==> src/rtl/uart_sha_ctrl.sv <==
// Sequencer between the UART byte FIFOs and a SHA-256 core. It takes a length-framed message, pads it into blocks, hashes it and returns the digest.
// Optional inter-byte timeout is enabled by defining UART_SHA_TIMEOUT_EN.
module uart_sha_ctrl #(
    parameter int unsigned TIMEOUT_CYCLES = 100000000,
    parameter int unsigned MAX_LEN        = 65535
) (
    input  logic         clk,
    input  logic         rst_i,
    input  logic         rx_empty,
    input  logic [7:0]   rx_data,
    output logic         rx_rd,
    input  logic         tx_full,
    output logic         tx_wr,
    output logic [7:0]   tx_data,
    output logic         sha_init,
    output logic         sha_next,
    output logic [511:0] sha_block,
    input  logic         sha_ready,
    input  logic [255:0] sha_digest,
    output logic         busy,
    output logic         done,
    output logic         err
);

    typedef enum logic [2:0] {S_IDLE, S_HDR_LO, S_LOAD, S_PAD, S_HASH, S_WAIT, S_SEND} state_t;
    typedef enum logic [1:0] {PH_MARK, PH_ZERO, PH_LEN} pad_t;

    state_t          state;
    pad_t            phase;
    logic [7:0]      len_hi;
    logic [15:0]     len;
    logic [15:0]     remaining;
    logic [5:0]      idx;
    logic [4:0]      cnt;
    logic            first;
    logic            last;
    logic            skip;
    logic [255:0]    digest;
    logic [63:0][7:0] blk;
    logic [7:0][7:0] len_bytes;
    logic [15:0]     hdr_len;
    logic [7:0]      wr_byte;
    logic            wr_en;
    logic            pop;
    logic            push;

    // NOTE: rx_rd/tx_wr are combinational from state and FIFO flags; registering them would pop an empty
    // show-ahead FIFO or push into a full one a cycle after the flag changed.
    assign pop   = !rst_i && (state inside {S_IDLE, S_HDR_LO, S_LOAD}) && !rx_empty;
    assign push  = !rst_i && (state == S_SEND) && !tx_full;
    assign rx_rd = pop;
    assign tx_wr = push;

    // The digest shifts out MSB byte first and is all-zero whenever nothing is being sent.
    assign tx_data   = digest[255:248];
    assign sha_block = blk;
    assign busy      = (state != S_IDLE);
    assign hdr_len   = {len_hi, rx_data};
    assign len_bytes = {45'd0, len, 3'd0};
    assign wr_en     = ((state == S_LOAD) && pop) || (state == S_PAD);

    always_comb begin
        wr_byte = 8'h00;
        if (state == S_LOAD)
            wr_byte = rx_data;
        else if (phase == PH_MARK)
            wr_byte = 8'h80;
        else if (phase == PH_LEN || idx == 6'd56)
            wr_byte = len_bytes[~idx[2:0]];
    end

`ifdef UART_SHA_TIMEOUT_EN
    logic [31:0] to_cnt;
`endif

    always_ff @(posedge clk) begin
        if (rst_i) begin
            state     <= S_IDLE;
            phase     <= PH_MARK;
            len_hi    <= 8'h00;
            len       <= 16'h0000;
            remaining <= 16'h0000;
            idx       <= 6'd0;
            cnt       <= 5'd0;
            first     <= 1'b0;
            last      <= 1'b0;
            skip      <= 1'b0;
            digest    <= '0;
            // NOTE: the block buffer is reset only because sha_block must read zero out of reset;
            // a pure data store would normally be left unreset.
            blk       <= '0;
            sha_init  <= 1'b0;
            sha_next  <= 1'b0;
            done      <= 1'b0;
            err       <= 1'b0;
`ifdef UART_SHA_TIMEOUT_EN
            to_cnt    <= 32'd0;
`endif
        end else begin
            sha_init <= 1'b0;
            sha_next <= 1'b0;
            done     <= 1'b0;
            if (wr_en)
                blk[~idx] <= wr_byte;

            case (state)
                S_IDLE: if (pop) begin
                    len_hi <= rx_data;
                    err    <= 1'b0;
                    state  <= S_HDR_LO;
                end
                S_HDR_LO: if (pop) begin
                    len       <= hdr_len;
                    remaining <= hdr_len;
                    idx       <= 6'd0;
                    first     <= 1'b1;
                    last      <= 1'b0;
                    phase     <= PH_MARK;
                    if (32'(hdr_len) > MAX_LEN) begin
                        err   <= 1'b1;
                        state <= S_IDLE;
                    end else if (hdr_len == 16'd0)
                        state <= S_PAD;
                    else
                        state <= S_LOAD;
                end
                S_LOAD: if (pop) begin
                    idx       <= idx + 6'd1;
                    remaining <= remaining - 16'd1;
                    // A full block takes priority so a 64-byte boundary yields a separate pad block.
                    if (idx == 6'd63)
                        state <= S_HASH;
                    else if (remaining == 16'd1)
                        state <= S_PAD;
                end
                S_PAD: begin
                    idx <= idx + 6'd1;
                    if (phase == PH_MARK)
                        phase <= PH_ZERO;
                    else if (phase == PH_ZERO && idx == 6'd56)
                        phase <= PH_LEN;
                    if (idx == 6'd63) begin
                        last  <= (phase == PH_LEN);
                        state <= S_HASH;
                    end
                end
                S_HASH: if (sha_ready) begin
                    sha_init <= first;
                    sha_next <= !first;
                    first    <= 1'b0;
                    skip     <= 1'b1;
                    state    <= S_WAIT;
                end
                S_WAIT: begin
                    if (skip)
                        skip <= 1'b0;
                    else if (sha_ready) begin
                        if (last) begin
                            digest <= sha_digest;
                            cnt    <= 5'd0;
                            state  <= S_SEND;
                        end else
                            state <= (remaining != 16'd0) ? S_LOAD : S_PAD;
                    end
                end
                S_SEND: if (push) begin
                    digest <= {digest[247:0], 8'h00};
                    cnt    <= cnt + 5'd1;
                    if (cnt == 5'd31) begin
                        done  <= 1'b1;
                        state <= S_IDLE;
                    end
                end
                default: state <= S_IDLE;
            endcase

`ifdef UART_SHA_TIMEOUT_EN
            // Placed after the case so the abort overrides any state update made above.
            if (pop || !(state inside {S_HDR_LO, S_LOAD}))
                to_cnt <= 32'd0;
            else if (rx_empty) begin
                if (to_cnt == TIMEOUT_CYCLES - 1) begin
                    err    <= 1'b1;
                    state  <= S_IDLE;
                    to_cnt <= 32'd0;
                end else
                    to_cnt <= to_cnt + 32'd1;
            end
`endif
        end
    end

endmodule

==> config.mk <==
export PLATFORM = sky130hd
export DESIGN_NAME = uart_sha_ctrl
export DESIGN_NICKNAME = d
export VERILOG_FILES = /design/src/rtl/uart_sha_ctrl.sv
export SDC_FILE = /design/constraint.sdc
export NUM_CORES = 2
export LEC_CHECK = 0
export CAP_MARGIN = 10
export CELL_PAD_IN_SITES_DETAIL_PLACEMENT = 1
export CELL_PAD_IN_SITES_GLOBAL_PLACEMENT = 1
export CORE_ASPECT_RATIO = 0.75
export CORE_MARGIN = 2
export CORE_UTILIZATION = 25
export DETAILED_ROUTE_END_ITERATION = 10
export GPL_TIMING_DRIVEN = 1
export PLACE_DENSITY = 0.57
export SYNTH_ARGS = -nofsm -noshare
export SYNTH_HDL_FRONTEND = slang
export SYNTH_SLANG_ARGS = --single-unit
==> constraint.sdc <==
create_clock -name clk -period 3.1 [get_ports clk]
set_input_delay 0.775 -clock clk [delete_from_list [all_inputs] [get_ports clk]]
set_output_delay 0.775 -clock clk [all_outputs]
set_load 0.01 [all_outputs]
* Word-level counts from Yosys, hierarchy flattened
Cells that the tools add are included.
** Cells by class
- Reductions and logical operators :: 37
- Equal/unequal tests :: 24
- Magnitude comparators :: 3
- Muxes and demuxes :: 52
- Bitwise gates (word level) :: 6
- Add/subtract/negate cells :: 3
** Operators with widths (number)
- two-way mux 256 bit :: 4
- bitwise mux 512 bit :: 1
- case mux 256 bit (2 select lines) :: 1
- demux 8 bit (select 6 bit) :: 1
- two-way mux 8 bit :: 5
- two-way mux 3 bit :: 12
- two-way mux 16 bit :: 2
- case mux 16 bit (2 select lines) :: 1
- binary-select mux 8 bit (select 3 bit) :: 1
- case mux 3 bit (7 select lines) :: 1
- two-way mux 5 bit :: 4
- case mux 6 bit (3 select lines) :: 1
- equality test 16 x 1 -> 1 bit (second input constant) :: 1
- logical NOT 16 bit :: 1
- inequality test 2 bit (second input constant) :: 8
- nonzero test 16 bit :: 1
- subtractor 16 x 1 -> 16 bit (second input constant) :: 1
- AND reduction 3 bit :: 5
- equality test 6 bit (second input constant) :: 2
- two-way mux 6 bit :: 2
- case mux 5 bit (2 select lines) :: 1
- AND reduction 10 bit :: 1
- nonzero test 2 bit :: 5
- equality test 3 bit (second input constant) :: 3
- 28 further kinds :: 60
** Storage, ports and cells
- Logic and storage cells :: 203
- Output and inout port bits :: 527
- Bits in registers :: 830

* Depth between registers and ports, before layout
- Depth after elaboration :: 7
- Mapped depth :: 10
- Mapped depth without buffers :: 8

* Worst setup path before layout
OpenSTA, ideal clock, no wires.
- Path kind :: input to register
- Start :: input port rst_i
- End :: register remaining[15]
- Setup time :: 0.132 ns
- Data arrival time :: 2.289 ns
- Buffers on the path :: 4
- Setup slack :: 0.679 ns
- Data required time :: 2.968 ns
- Stages :: 8
- Cells stage by stage :: buf_2 -> or2_1 -> buf_2 -> or3_1 -> buf_2 -> buf_6 -> o311ai_0 -> a21oi_1
** On the way
- Word-level cells in the longest chain between the ends :: 5
** RTL lines
- start, declared :: RTL line 8 : input logic rst_i,
- logical NOT 1 bit :: RTL line 49 : assign pop = !rst_i && (state inside {S_IDLE, S_HDR_LO, S_LOAD}) && !rx_empty;
- logical AND 1 bit (2 in a row) :: RTL line 49
- inequality test 2 bit (no source line)
- AND reduction 3 bit (no source line)
- end signal, assigned :: RTL line 114 : remaining <= hdr_len;
- end signal, assigned :: RTL line 129 : remaining <= remaining - 16'd1;
- end, declared :: RTL line 32 : logic [15:0] remaining;
Several ways; a longest one is shown, not always the timed one.
A chain may end at the register's enable or synchronous reset.

* Worst setup path after layout
- Start :: input port rx_empty
- End :: output port rx_rd
** On the way
- Word-level cells in the longest chain between the ends :: 2
** RTL lines
- start, declared :: RTL line 9 : input logic rx_empty,
- logical NOT 1 bit :: RTL line 49
- logical AND 1 bit :: RTL line 49
- end, declared :: RTL line 11 : output logic rx_rd,
Every way passes these cells.

==> out/summary.txt <==
worst-path cell chain: clkdlybuf4s50_1, or2_1, nor2b_2, dlygate4sd2_1
Die W: 421 um
Max Clk Rate: 0.346 GHz
asr flop ratio synth: 0
number of flops mapped to enable cells by yosys: 0
syn nets: 3928
global-route wire length before repair: 200000 um
Post-layout nets: 4606
status: finished, final reports clean
slew at the pin closest to its max-slew limit: 1.10 ns
TritonCTS clock tree: yes
crit share post-route: 0.931
H-tree depth: 3
Worst Skew: 0.0444 ns
Hold Path Sink: digest[79]
Critical Path Max Stage Delay: 0.52 ns
Netlist cell types: 76
area delta synth->final: 40.6%
core area: 129000 um^2
Max VDD drop: 0.378 mV
Sw Share: 0.238
post-layout min period: 2.89 ns
leakage: 15.1 nW
DP HPWL: 98800 um
crit start category: primary input
Post-Syn Area per Cell: 8.92 um^2
max_slew headroom: 0.264
Pint: 17.9 mW
sequential element share of the synthesized area: 0.510
final number of setup-violating endpoints: 0
Initial DRC Count: 1719
clk sinks: 830
# Max-Cap Violations: 0
Via Count: 28800
reg2reg end: sha_block[460]
DP Area: 42600 um^2
NetSw: 5.59 mW
vias in the first global route: 28000
crit path max-delay cell type: clkdlybuf4s50_1
initial core utilization: 0.252
cell area after synthesis: 32600 um^2
hold crit path type: primary input to register
setup TNS: 0 ns
fin area: 45800 um^2
Gate power share: 0.043
Seq cells post-synth: 830
Clk Latency, worst-skew pair: 0.73 ns
clk slew on worst S/H paths: 0.06 ns
die area: 133000 um^2
Synth Instances: 3653
overall power: 23.5 mW
antenna violations before repair: 7
First-pass DRT Iterations: 5
GPL Wtd Cong: 0.811
Critical R2R Launch: idx[1]
grt ovf: 0
CP endpoint kind: output pin
FP Rows: 114
total setup buffers inserted after CTS: 0
Max FO, Critical Path: 2
register-to-register path setup slack: 0.50 ns
port bufs: 794
crit path kind: primary input to output pin
share of layout cells above drive strength 1: 0.0810
Synth Warn #: 0
Die Ht: 317 um
drt wl/cell: 22.7 um
CTS max path bufs: 3
ANT nets after route: 0
Critical Path AT: 2.11 ns
Hold Crit Start: rst_i
Top-Level Pins: 796
WHS Path Cells: 2
final core utilization: 0.355
worst endpoint required time: 2.32 ns
Hold WS: 0.343 ns
GRT Overall Usage: 0.201
RSZ-0062 raised after global routing: false
clk root buf: clkbuf_16
Sequential Power Share: 0.456
clock network fraction of design power: 0.501
CTS Buf Count: 96
Top FF cell, synth: dfxtp_1
Via density: 4.68
largest net degree at the start of global routing: 191
Final Hold Viols: 0
WL final: 140000 um
R2R cell count: 8
Final Max Tran Viols: 0
pwr dens: 513 nW/um^2
first element of the critical path: rx_empty
drt drc: 0
CTS Hold Buffers Added: 0
Post-CTS Resized: 5
-- logic make-up after synthesis --
group,Yosys count,synth area share
AND/OR/NAND/NOR,1567,0.197
buffers and inverters,370,0.0594
flip-flops,830,0.510
multiplexers,251,0.0771
other,1,0.000115
XOR/XNOR,7,0.00188
adder cells (fa/ha/maj),6,0.00230
AO/OA/AOI/OAI,621,0.152
-- critical path, delay by kind of cell --
| family | cells | cell delay (ns) |
|---|---|---|
| simple gates | 2 | 0.49 |
| buf+inv | 2 | 0.84 |
-- power by group through the flow --
| stage | sequential (mW) | combinational [mW] | clock, mW |
|---|---|---|---|
| 2_1_floorplan | 10.9 | 0.428 | 0 |
| 3_3_place_gp | 10.9 | 1.02 | 0 |
| 3_5_place_dp | 10.9 | 1.02 | 0 |
| 4_1_cts | 10.7 | 1.02 | 12.1 |
| 5_1_grt | 10.7 | 1.08 | 12.6 |
| 6_report | 10.7 | 1.01 | 11.8 |
-- Yosys cell counts, types with 3 or more instances --
library cell	count	area, um^2
nor2_1	868	3260
dfxtp_1	830	16600
nand2_1	566	2120
a211oi_1	261	1960
mux2i_1	251	2510
a311oi_1	249	2180
clkbuf_1	155	582
buf_2	130	651
buf_4	48	360
a21oi_1	46	230
buf_6	27	304
nor3_1	27	135
a22oi_1	14	105
nor2_4	12	135
nor4_1	10	62.6
nand3_1	9	45.0
nand3b_1	9	67.6
inv_1	8	30.0
o21ai_0	8	40.0
ha_1	6	75.1
nand4_4	6	128
nor2b_1	6	37.5
nor3b_1	6	45.0
or3_1	6	37.5
a22o_1	5	43.8
nor2_2	5	31.3
or2_2	5	31.3
or4_1	5	37.5
xnor2_1	5	43.8
nand4_1	4	25.0
o31ai_1	4	30.0
o31ai_4	4	85.1
a22oi_2	3	37.5
o22ai_1	3	18.8
or3b_1	3	26.3
-- worst max path at each step --
stage,to,slack (ns),cells past startpoint
global placement,rx_rd,-0.24,4
floorplan,remaining[15],0.68,8
detailed placement,rx_rd,-0.24,4
CTS,rx_rd,0.14,4
finish,rx_rd,0.21,4
global route,busy,0.14,3
-- sequential cells by signal, indices dropped and copies added, names as in the netlist, 3 cells and up --
name	cells
len_hi	8
state	3
len	16
remaining	16
cnt	5
sha_block	512
digest	256
idx	6
-- cells in the final DEF (no fill, tap or decap), types with 5 or more instances in the layout --
cell type	instances
nor2b_1	5
nor4_1	10
o21ai_0	8
or4_1	5
or3_1	6
clkbuf_16	96
ha_1	6
xnor2_1	5
buf_4	98
nand2_1	566
a22o_1	5
clkdlybuf4s50_1	790
nand3b_1	9
mux2i_1	251
nand3_1	9
nor2_4	12
nor3_1	27
nor2_2	7
a211oi_1	261
a311oi_1	249
or2_2	5
nor3b_1	5
a21oi_1	45
nor2_1	866
inv_1	8
nand4_4	6
dfxtp_1	829
a22oi_1	14
clkbuf_1	24
buf_12	49
clkinv_2	17
bufinv_16	5
clkbuf_8	24
-- routing by layer --
metal	part of all wire	up-vias	track usage
met2	0.48	519	0.336
met3	0.051	185	0.0462
met4	0.030	6	0.0644
li1	-	14000	-
met5	0.00029	-	0
met1	0.44	14100	0.255
-- through the flow --
| step | worst slack (ns) | std cells |
|---|---|---|
| 3_3_place_gp | -0.235 | 5973 |
| 2_1_floorplan | 0.679 | 3653 |
| 3_5_place_dp | -0.238 | 5973 |
| 6_report | 0.213 | 6153 |
| 5_1_grt | 0.136 | 6151 |
| 4_1_cts | 0.142 | 6149 |
-- area by class of cell --
type                            instances  area [um^2]
Antenna cell                            4         10.0
Tap cell                             1740         2180
Inverter                                9         33.8
Clock inverter                         32          425
Sequential cell                       830        16600
Multi-Input combinational cell       2453        14100
Fill cell                           14700        83300
Clock buffer                          144         2820
Timing Repair Buffer                  941         9670
No activity file was read; power rests on OpenSTA's default activity.
